## src/rtl/uart_receiver.sv

```systemverilog
// uart_receiver: receive half of the on-chip UART feeding the memory-mapped I/O load path.
// Deserialises 8N1 frames (LSB first) from an asynchronous RX line and holds one byte
// behind a valid/ready handshake. Define UART_RX_PARITY_EN to receive 8E1 frames with
// parity checking; without it the parity state is absent and parity_err is tied low.
module uart_receiver #(
  parameter int CLOCK_FREQ = 50_000_000,
  parameter int BAUD_RATE  = 115200
) (
  input  logic       clk,
  input  logic       rst,
  input  logic       serial_in,
  output logic [7:0] data_out,
  output logic       data_out_valid,
  input  logic       data_out_ready,
  output logic       framing_err,
  output logic       overrun,
  output logic       parity_err
);

  localparam int SYMBOL_EDGE_TIME = CLOCK_FREQ / BAUD_RATE;
  localparam int SAMPLE_TIME      = SYMBOL_EDGE_TIME / 2;
  localparam int CW               = $clog2(SYMBOL_EDGE_TIME);
  localparam logic [CW-1:0] SYMBOL_LAST = CW'(SYMBOL_EDGE_TIME - 1);
  localparam logic [CW-1:0] SAMPLE_LAST = CW'(SAMPLE_TIME - 1);

  typedef enum logic [2:0] {
    IDLE,
    START,
    DATA,
`ifdef UART_RX_PARITY_EN
    PARITY,
`endif
    STOP,
    WAIT_HIGH
  } state_t;

  state_t        state, state_nxt;
  logic          sync_meta, rx_s;
  logic [CW-1:0] clk_cnt, clk_cnt_nxt;
  logic [3:0]    bit_cnt, bit_cnt_nxt;
  logic [7:0]    shift_reg, shift_nxt;
  logic          deliver;
  logic          frame_bad;
`ifdef UART_RX_PARITY_EN
  logic          par_bad, par_bad_nxt;
  logic          par_fail;
`endif

  // Two-flop synchroniser; idles high so reset never looks like a start bit.
  always_ff @(posedge clk or negedge rst) begin
    if (!rst) begin
      sync_meta <= 1'b1;
      rx_s      <= 1'b1;
    end else begin
      sync_meta <= serial_in;
      rx_s      <= sync_meta;
    end
  end

  // Frame state, counters and shift register.
  always_ff @(posedge clk or negedge rst) begin
    if (!rst) begin
      state     <= IDLE;
      clk_cnt   <= '0;
      bit_cnt   <= '0;
      shift_reg <= '0;
`ifdef UART_RX_PARITY_EN
      par_bad   <= 1'b0;
`endif
    end else begin
      state     <= state_nxt;
      clk_cnt   <= clk_cnt_nxt;
      bit_cnt   <= bit_cnt_nxt;
      shift_reg <= shift_nxt;
`ifdef UART_RX_PARITY_EN
      par_bad   <= par_bad_nxt;
`endif
    end
  end

  // Next-state logic: mid-bit sampling driven by the clock counter's terminal counts.
  always_comb begin
    state_nxt   = state;
    clk_cnt_nxt = clk_cnt;
    bit_cnt_nxt = bit_cnt;
    shift_nxt   = shift_reg;
    deliver     = 1'b0;
    frame_bad   = 1'b0;
`ifdef UART_RX_PARITY_EN
    par_bad_nxt = par_bad;
    par_fail    = 1'b0;
`endif
    case (state)
      IDLE: begin
        if (!rx_s) begin
          state_nxt   = START;
          clk_cnt_nxt = '0;
`ifdef UART_RX_PARITY_EN
          par_bad_nxt = 1'b0;
`endif
        end
      end
      START: begin
        if (clk_cnt == SAMPLE_LAST) begin
          clk_cnt_nxt = '0;
          bit_cnt_nxt = '0;
          state_nxt   = rx_s ? IDLE : DATA;
        end else begin
          clk_cnt_nxt = clk_cnt + 1'b1;
        end
      end
      DATA: begin
        if (clk_cnt == SYMBOL_LAST) begin
          clk_cnt_nxt = '0;
          shift_nxt   = {rx_s, shift_reg[7:1]};
          bit_cnt_nxt = bit_cnt + 4'd1;
          if (bit_cnt == 4'd7) begin
`ifdef UART_RX_PARITY_EN
            state_nxt = PARITY;
`else
            state_nxt = STOP;
`endif
          end
        end else begin
          clk_cnt_nxt = clk_cnt + 1'b1;
        end
      end
`ifdef UART_RX_PARITY_EN
      PARITY: begin
        if (clk_cnt == SYMBOL_LAST) begin
          clk_cnt_nxt = '0;
          state_nxt   = STOP;
          if (^{shift_reg, rx_s}) begin
            par_fail    = 1'b1;
            par_bad_nxt = 1'b1;
          end
        end else begin
          clk_cnt_nxt = clk_cnt + 1'b1;
        end
      end
`endif
      STOP: begin
        if (clk_cnt == SYMBOL_LAST) begin
          clk_cnt_nxt = '0;
          if (rx_s) begin
`ifdef UART_RX_PARITY_EN
            deliver = !par_bad;
`else
            deliver = 1'b1;
`endif
            state_nxt = IDLE;
          end else begin
            frame_bad = 1'b1;
            state_nxt = WAIT_HIGH;
          end
        end else begin
          clk_cnt_nxt = clk_cnt + 1'b1;
        end
      end
      WAIT_HIGH: begin
        if (rx_s) state_nxt = IDLE;
      end
      default: state_nxt = IDLE;
    endcase
  end

  // Holding register with valid/ready handshake and registered one-cycle error pulses.
  always_ff @(posedge clk or negedge rst) begin
    if (!rst) begin
      data_out       <= 8'h00;
      data_out_valid <= 1'b0;
      framing_err    <= 1'b0;
      overrun        <= 1'b0;
`ifdef UART_RX_PARITY_EN
      parity_err     <= 1'b0;
`endif
    end else begin
      framing_err <= frame_bad;
      overrun     <= 1'b0;
`ifdef UART_RX_PARITY_EN
      parity_err  <= par_fail;
`endif
      if (deliver) begin
        if (!data_out_valid || data_out_ready) begin
          data_out       <= shift_reg;
          data_out_valid <= 1'b1;
        end else begin
          overrun <= 1'b1;
        end
      end else if (data_out_valid && data_out_ready) begin
        data_out_valid <= 1'b0;
      end
    end
  end

`ifndef UART_RX_PARITY_EN
  assign parity_err = 1'b0;
`endif

endmodule

```

## config.mk

```make
export PLATFORM = sky130hd
export DESIGN_NAME = uart_receiver
export DESIGN_NICKNAME = d
export VERILOG_FILES = /design/src/rtl/uart_receiver.sv
export SDC_FILE = /design/constraint.sdc
export NUM_CORES = 1
export LEC_CHECK = 0
export ABC_CLOCK_PERIOD_IN_PS = 2200
export BUFFER_PORTS_ARGS = -buffer_cell sky130_fd_sc_hd__buf_2
export CORE_MARGIN = 5
export CORE_UTILIZATION = 55
export CTS_BUF_LIST = sky130_fd_sc_hd__clkbuf_8
export CTS_CLUSTER_SIZE = 40
export DETAILED_ROUTE_END_ITERATION = 7
export PLACE_DENSITY_LB_ADDON = 0.08
export SLEW_MARGIN = 10
export SYNTH_ARGS = -nofsm -noshare
export SYNTH_HDL_FRONTEND = slang
export SYNTH_SLANG_ARGS = --single-unit
```

## constraint.sdc

```tcl
create_clock -name clk -period 2.2 [get_ports clk]
set_input_delay 0.33 -clock clk [delete_from_list [all_inputs] [get_ports clk]]
set_output_delay 0.33 -clock clk [all_outputs]
set_load 0.005 [all_outputs]
```

### Word level (Yosys, flattened, before mapping)

Index checks and enable logic that the tools add are counted.

* output and inout port bits: 12
* bits of input ports: 4
* bits in registers: 37

* equality and inequality tests: 14
* multiplexer cells: 27
* add/sub/neg operators: 2
* reductions and logical operators: 14

Operators with widths (count)
* $mux 9: 3
* $pmux 9 s3: 1
* $mux 3: 7
* $pmux 3 s5: 1
* $ne 2x2->1 const B: 6
* $mux 1: 11
* $add 9x1->9 const B: 1
* $eq 9x8->1 const B: 1
* $eq 9x9->1 const B: 1
* $mux 4: 2
* $pmux 4 s2: 1
* $reduce_and 2->1: 4
* $eq 3x2->1 const B: 2
* $reduce_and 6->1: 1
* $add 4x1->4 const B: 1
* $eq 4x3->1 const B: 1
* $reduce_bool 2->1: 2
* $eq 3x1->1 const B: 1
* $eq 3x3->1 const B: 1
* $logic_not 3->1: 1
* $reduce_and 3->1: 1
* $reduce_bool 3->1: 1
* $mux 2: 1
* $ne 2x1->1 const B: 1
* 4 further kinds: 4

### Longest topological paths before layout

Gate-level depths: netlist of run 1.

* word-level depth: 5
* mapped depth: 6

### Least setup slack after synthesis of run 1

Ideal clock, no wire load.

* path type: register to register
* start point: register clk_cnt[1]
* end point: register data_out[0]
* stages on the path, launching flop included: 7
* required time: 2.075 ns
* arrival: 1.549 ns
* slack: 0.527 ns
* buffers on the path: 0
* setup time: 0.125 ns
* clock period less this slack: 1.673 ns
* cell sequence: dfrtp_1 -> inv_1 -> ha_1 -> nand2_1 -> nor4_4 -> nand4_4 -> mux2_2

* cells in the longest elaborated chain, start to end: 4

RTL lines
* from (decl): line 39 `logic [CW-1:0] clk_cnt, clk_cnt_nxt;`
* from (signal assigned): line 72 `clk_cnt <= clk_cnt_nxt;`
* $eq 9x9->1: line 143 `if (clk_cnt == SYMBOL_LAST) begin`
* $mux 1: line 143
* $mux 1: line 93 `case (state)`
* $reduce_and 2->1 (no source line)
* to (signal assigned): line 185 `data_out <= shift_reg;`
* to (decl): line 12 `output logic [7:0] data_out,`

No other way between the ends.
A chain may end at the register's enable or synchronous reset.

### Worst setup path after layout of run 1

* start point: register clk_cnt[0]
* end point: register clk_cnt[2]

* cells in the longest elaborated chain, start to end: 3

RTL lines (line)
* $add 9x1->9 (tied with other cells): 109, 125, 157
* $mux 9 (on tied branches): 113, 143, 104
* $pmux 9 s3 (*): 93

Every way passes the cells marked *; elsewhere a longest branch is shown, timed or not.

==> results of run 1 <==
cells by family after synthesis:
family | Yosys count | share of synthesized area, %
AND/OR/NAND/NOR | 56 | 17.8
buffers and inverters | 15 | 3.59
multiplexers | 17 | 10.3
XOR/XNOR | 1 | 0.475
flip-flops | 37 | 50.3
adder cells (fa/ha/maj) | 4 | 2.71
other | 1 | 0.203
AO/OA/AOI/OAI | 35 | 14.6
routing by layer:
layer	track usage (%)	wire length, um
met5	0	0
met2	26.8	1670
met4	8.44	79
met3	5.91	164
met1	24.3	1700
area by class of cell:
type / instances / area [um^2]
Inverter: 7 / 26.3
Multi-Input combinational cell: 114 / 851
Sequential cell: 37 / 928
Clock buffer: 6 / 82.6
Fill cell: 271 / 1220
Tap cell: 46 / 57.6
Clock inverter: 2 / 13.8
Timing Repair Buffer: 19 / 108
cells in the final DEF (no fill, tap or decap), types with 2 or more instances in the layout:
cell type	instances
dfrtp_1	35
nand2_1	17
mux2_2	16
buf_2	14
o21ai_0	11
nor2_1	9
nand3_1	9
inv_1	7
clkbuf_8	6
buf_4	5
a21oi_1	4
ha_1	4
nand2b_1	3
nor3_1	3
a2111oi_0	3
a41oi_1	2
o41ai_1	2
nand4b_1	2
o221ai_1	2
dfstp_2	2
synth_stat cells (2+ instances only):
library cell	number
a21oi_1	4
inv_1	7
o41ai_1	2
buf_2	5
nor2_1	9
dfrtp_1	35
nand2b_1	3
a41oi_1	2
o221ai_1	2
nand3_1	9
dfstp_2	2
nand2_1	17
a2111oi_0	3
ha_1	4
o21ai_0	11
mux2_2	16
nand4b_1	2
nor3_1	3
per-stage QoR:
step           hold WS [ns]  setup WS, ns
5_1_grt               0.115         0.150
4_1_cts               0.127         0.313
3_5_place_dp          0.347         0.318
6_report              0.112         0.311
2_1_floorplan        0.0344         0.527
3_3_place_gp          0.347         0.377
path summary, 6_finish.rpt:
path	from	end	slack, ns	cells after the start
hold reg to reg	sync_meta	rx_s	0.36	0
hold / removal	rst	framing_err	0.11	1
max in group asynchronous	rst	clk_cnt[5]	1.59	1
setup / recovery	clk_cnt[0]	clk_cnt[2]	0.31	6
setup reg to reg	clk_cnt[0]	clk_cnt[2]	0.31	6
min in group clk	serial_in	sync_meta	0.13	1
power breakdown:
part           internal [mW]  total, mW  switching (mW)
combinational        0.00287     0.0163          0.0134
clock                  0.254      0.496           0.242
sequential             0.683      0.687         0.00376
critical path: cells and delay by family, from the launching register on:
| family | cells | cell delay (ns) |
|---|---|---|
| AOI/OAI and AO/OA | 2 | 0.73 |
| adders and majority gates | 1 | 0.19 |
| buffers and inverters | 1 | 0.06 |
| DFF | 1 | 0.43 |
| and+or+nand+nor | 2 | 0.37 |
==> impl_metrics.py, run 1 <==
metrics = {
    "clock_network": {
        "numCtsBuffers": 5,
        "cts.clk_slew.worst_paths_ns": 0.07,
        "postCtsSetupRepairBufs": 0,
        "cts_hold_buffers": 0,
        "insertion_delay_ns": 0.29,
        "clock_path_buffers": 2,
        "clock-sinks": 37,
        "htreeDepth": 2,
        "cts_tree": "done",
        "root_buffer": "clkbuf_8",
        "post_cts_resize_count": 0,
    },
    "sta": {
        "timing.fmax_ghz": 0.529,
        "rsz0062_at_grt": "false",
        "tightest_slew_ns": 0.772,
        "tns_ns": 0,
        "period_share_pct": 85.8,
        "period_needed_ns": 1.89,
        "maxSlewViolCount": 0,
        "relSlewSlack_pct": 48.5,
        "setup_violations": 0,
        "hold_violations": 0,
        "fin_skew_ns": 0.00351,
    },
    "final_layout": {
        "drive_gt1_share_pct": 28.6,
        "utilization_pct": 62.9,
        "largest_reg_flops": 9,
        "fin_nets": 192,
        "n_antenna_cell": 0,
        "final_cells": 231,
        "final_cell_area_um2": 2070,
        "area_growth_syn_to_layout_pct": 12.0,
    },
    "route": {
        "vias_per_cell": 5.80,
        "detail-route-antenna-nets": 0,
        "drtPass1Iterations": 5,
        "num_vias": 1340,
        "wl_per_cell_um": 15.6,
        "finalWirelength_um": 3610,
        "drc": 0,
        "dr.first_iter.drc_count": 52,
    },
    "global_route": {
        "gr-total-overflow": 0,
        "antenna_found_initial": 0,
        "track_usage_pct": 18.2,
        "grt_max_degree": 38,
        "grt_pass1_wl_um": 6190,
        "grt_pass1_vias": 1313,
    },
    "critical_path": {
        "required_ns": 2.38,
        "cp_data_arrival_time_ns": 2.06,
        "cpPeakStageDelay_ns": 0.43,
        "cp-start-kind": "flip-flop",
        "cp_cell_sequence": "inv_1 > ha_1 > and4bb_1 > a211oi_2 > nor2_1 > o41ai_1",
        "setup.worst_path.end_class": "flip-flop",
        "cp_max_fo": 6,
        "critPathKind": "flip-flop to flip-flop",
        "crit_slowest_cell": "dfrtp_1",
    },
    "yosys": {
        "async_flop_share_pct": 100,
        "avgSynthCellArea_um2": 11.1,
        "ys.flop_type": "dfrtp_1",
        "synth_edf_count": 0,
        "yosys-top-cells-area": "dfrtp_1 47%, mux2_2 9.8%, nand2_1 3.5%, o21ai_0 3.0%, dfstp_2 2.8%",
        "syn_area_um2": 1850,
        "synth_nets": 174,
        "yosysWarnings": 0,
        "synth_top_cell_by_area": "dfrtp_1",
        "synth.top_cell.area_share_pct": 47.5,
        "synth_cells": 166,
        "ys_seq_elements": 37,
        "ys_types": 48,
        "ys_seq_area_share_pct": 50.3,
    },
    "placed_design": {
        "hpwlAfterDp_um": 2560,
        "dpl.cell_count": 223,
        "place_congestion": 0.833,
        "placed_area_um2": 1970,
        "io_buffers": 14,
    },
    "min_path": {
        "hp-class": "primary input to async pin",
    },
    "floorplan": {
        "start_util_pct": 56.2,
        "io_pins": 16,
        "die-area_um2": 4610,
        "rows": 21,
        "die_x_um": 67.9,
        "die_height_um": 67.9,
        "core_um2": 3280,
    },
    "job": {
        "drv_cap": 0,
    },
    "status": {
        "status": "finished clean",
    },
    "power_and_ir_drop": {
        "p_leak_nw": 0.952,
        "powerDensity_nw_per_um2": 580,
        "power.total_mw": 1.20,
        "ir_worst_vdd_uv": 490,
    },
}
Note: power is estimated with default switching activity, not from simulation.
==> run 2, diff against run 1 <==
ABC_CLOCK_PERIOD_IN_PS = 2300   (was 2200)
SKIP_LAST_GASP = 1   (was default)
clock period = 2.3 ns   (was 2.2 ns; I/O delays follow)
==> run 2 against run 1 <==
Power rose by 4.6%; critical path type unchanged; sequential share of layout area rose by 0.082 points; flip-flop and latch count did not move; worst setup slack improved by 0.054 ns; highest routed layer unchanged; via count fell by 1.2%; combinational power fell by 2%; clock power rose by 17%; first-iteration DRC count rose by 120%; sequential power fell by 4.4%; critical path depth did not move; clock-buffer cell count fell by 1; hold slack improved by 0.0084 ns; largest power group unchanged.
==> impl_metrics.py, run 2 (synthesized netlist as in run 1, its figures left out) <==
metrics = {
    "status": {
        "status": "finished clean",
    },
    "critical_path": {
        "critPathKind": "flip-flop to flip-flop",
        "setup.worst_path.end_class": "flip-flop",
        "crit_slowest_cell": "dfrtp_1",
        "path_delay_family": "compound AO/OA/AOI/OAI gates",
        "cp_max_fo": 6,
        "cp.depth": 6,
        "cp_data_arrival_time_ns": 2.12,
        "cpPeakStageDelay_ns": 0.44,
        "r2r-end": "clk_cnt[2]",
        "ff2ff_path_depth": 6,
        "cp_cell_sequence": "inv_1 > ha_1 > and4bb_1 > a211oi_2 > nor2_1 > o41ai_1",
        "rr_startpoint": "clk_cnt[0]",
        "required_ns": 2.49,
        "startpoint": "clk_cnt[0]",
        "path_buf_inv": 1,
        "cp-start-kind": "flip-flop",
        "reg2reg_slack_ns": 0.37,
    },
    "global_route": {
        "antenna_found_initial": 0,
        "grt_pass1_wl_um": 6050,
        "grt_pass1_vias": 1289,
        "track_usage_pct": 17.8,
        "gr-total-overflow": 0,
        "grt_max_degree": 38,
    },
    "power_and_ir_drop": {
        "p_leak_nw": 0.940,
        "switching_share_pct": 21.8,
        "power.total_mw": 1.25,
        "ir_worst_vdd_uv": 437,
        "internal_power_mw": 0.981,
        "p_sw_mw": 0.273,
        "power_frac_clock_pct": 46.3,
        "seq_power_share_pct": 52.4,
        "powerDensity_nw_per_um2": 608,
        "pwr-share-comb_pct": 1.3,
    },
    "final_layout": {
        "n_antenna_cell": 0,
        "utilization_pct": 62.8,
        "drive_gt1_share_pct": 27.5,
        "final_cells": 228,
        "final_cell_mix": "35 x dfrtp_1, 17 x nand2_1, 16 x mux2_2",
        "area_growth_syn_to_layout_pct": 11.8,
        "fin_nets": 189,
        "final_common_cell": "dfrtp_1",
        "final_cell_area_um2": 2060,
        "largest_reg_flops": 9,
    },
    "sta": {
        "period_needed_ns": 1.93,
        "hold_ws_ns": 0.121,
        "timing.fmax_ghz": 0.517,
        "rsz0062_at_grt": "false",
        "maxSlewViolCount": 0,
        "fin_ws_ns": 0.365,
        "fin_skew_ns": 0.00992,
        "period_share_pct": 84.1,
        "relSlewSlack_pct": 47.4,
        "hold_violations": 0,
        "setup_violations": 0,
        "tightest_slew_ns": 0.789,
        "tns_ns": 0,
    },
    "clock_network": {
        "clock_path_buffers": 2,
        "cts_tree": "done",
        "cts_hold_buffers": 0,
        "clock-sinks": 37,
        "htreeDepth": 2,
        "cts.clk_slew.worst_paths_ns": 0.08,
        "insertion_delay_ns": 0.30,
        "root_buffer": "clkbuf_8",
        "numCtsBuffers": 5,
        "post_cts_resize_count": 0,
        "postCtsSetupRepairBufs": 0,
    },
    "placed_design": {
        "place_congestion": 0.824,
        "placed_area_um2": 1950,
        "io_buffers": 14,
        "dpl.cell_count": 220,
        "hpwlAfterDp_um": 2530,
        "dpl_worst_slack_ns": 0.410,
    },
    "route": {
        "num_vias": 1324,
        "vias_per_cell": 5.81,
        "dr.first_iter.drc_count": 113,
        "finalWirelength_um": 3600,
        "wl_per_cell_um": 15.8,
        "detail-route-antenna-nets": 0,
        "drc": 0,
        "drtPass1Iterations": 4,
    },
    "min_path": {
        "hp-class": "primary input to async pin",
    },
    "floorplan": {
        "die-area_um2": 4610,
        "die_height_um": 67.9,
        "start_util_pct": 56.2,
        "io_pins": 16,
        "core_um2": 3280,
        "die_x_um": 67.9,
        "rows": 21,
    },
    "job": {
        "drv_cap": 0,
    },
}
==> run 2: cell type report <==
class	instances	area [um^2]
Sequential cell	37	928
Tap cell	46	57.6
Clock inverter	3	46.3
Clock buffer	5	68.8
Timing Repair Buffer	16	85.1
Multi-Input combinational cell	114	851
Fill cell	274	1220
Inverter	7	26.3
==> run 2: how the worst max path moves through the flow <==
stage                        end  slack [ns]
floorplan            data_out[0]        0.63
detailed placement  shift_reg[5]        0.41
finish                clk_cnt[2]        0.37
global route          bit_cnt[2]        0.26
CTS                 shift_reg[5]        0.41
global placement      bit_cnt[2]        0.47
==> run 2: per-layer routing <==
layer	global-route usage, %	wire (um)	part of all wire (%)
met1	23.1	1690	47
met2	27.0	1680	47
met3	3.94	154	4.3
met4	10.7	76	2.1
met5	0	0	0
==> run 2: power by group through the flow <==
stage	combinational, mW	sequential (mW)	clock [mW]
after floorplan	0.00527	0.666	0
after global placement	0.0164	0.669	0
after detailed placement	0.0172	0.670	0
after CTS	0.0169	0.657	0.592
after global routing	0.0191	0.657	0.616
final	0.0159	0.657	0.581
==> run 2: worst reg2reg max path, stage by stage, from the launching register on <==
cell and delay (ns):
dfrtp_1 0.44, inv_1 0.07, ha_1 0.19, and4bb_1 0.24, a211oi_2 0.43, nor2_1 0.13
o41ai_1 0.34
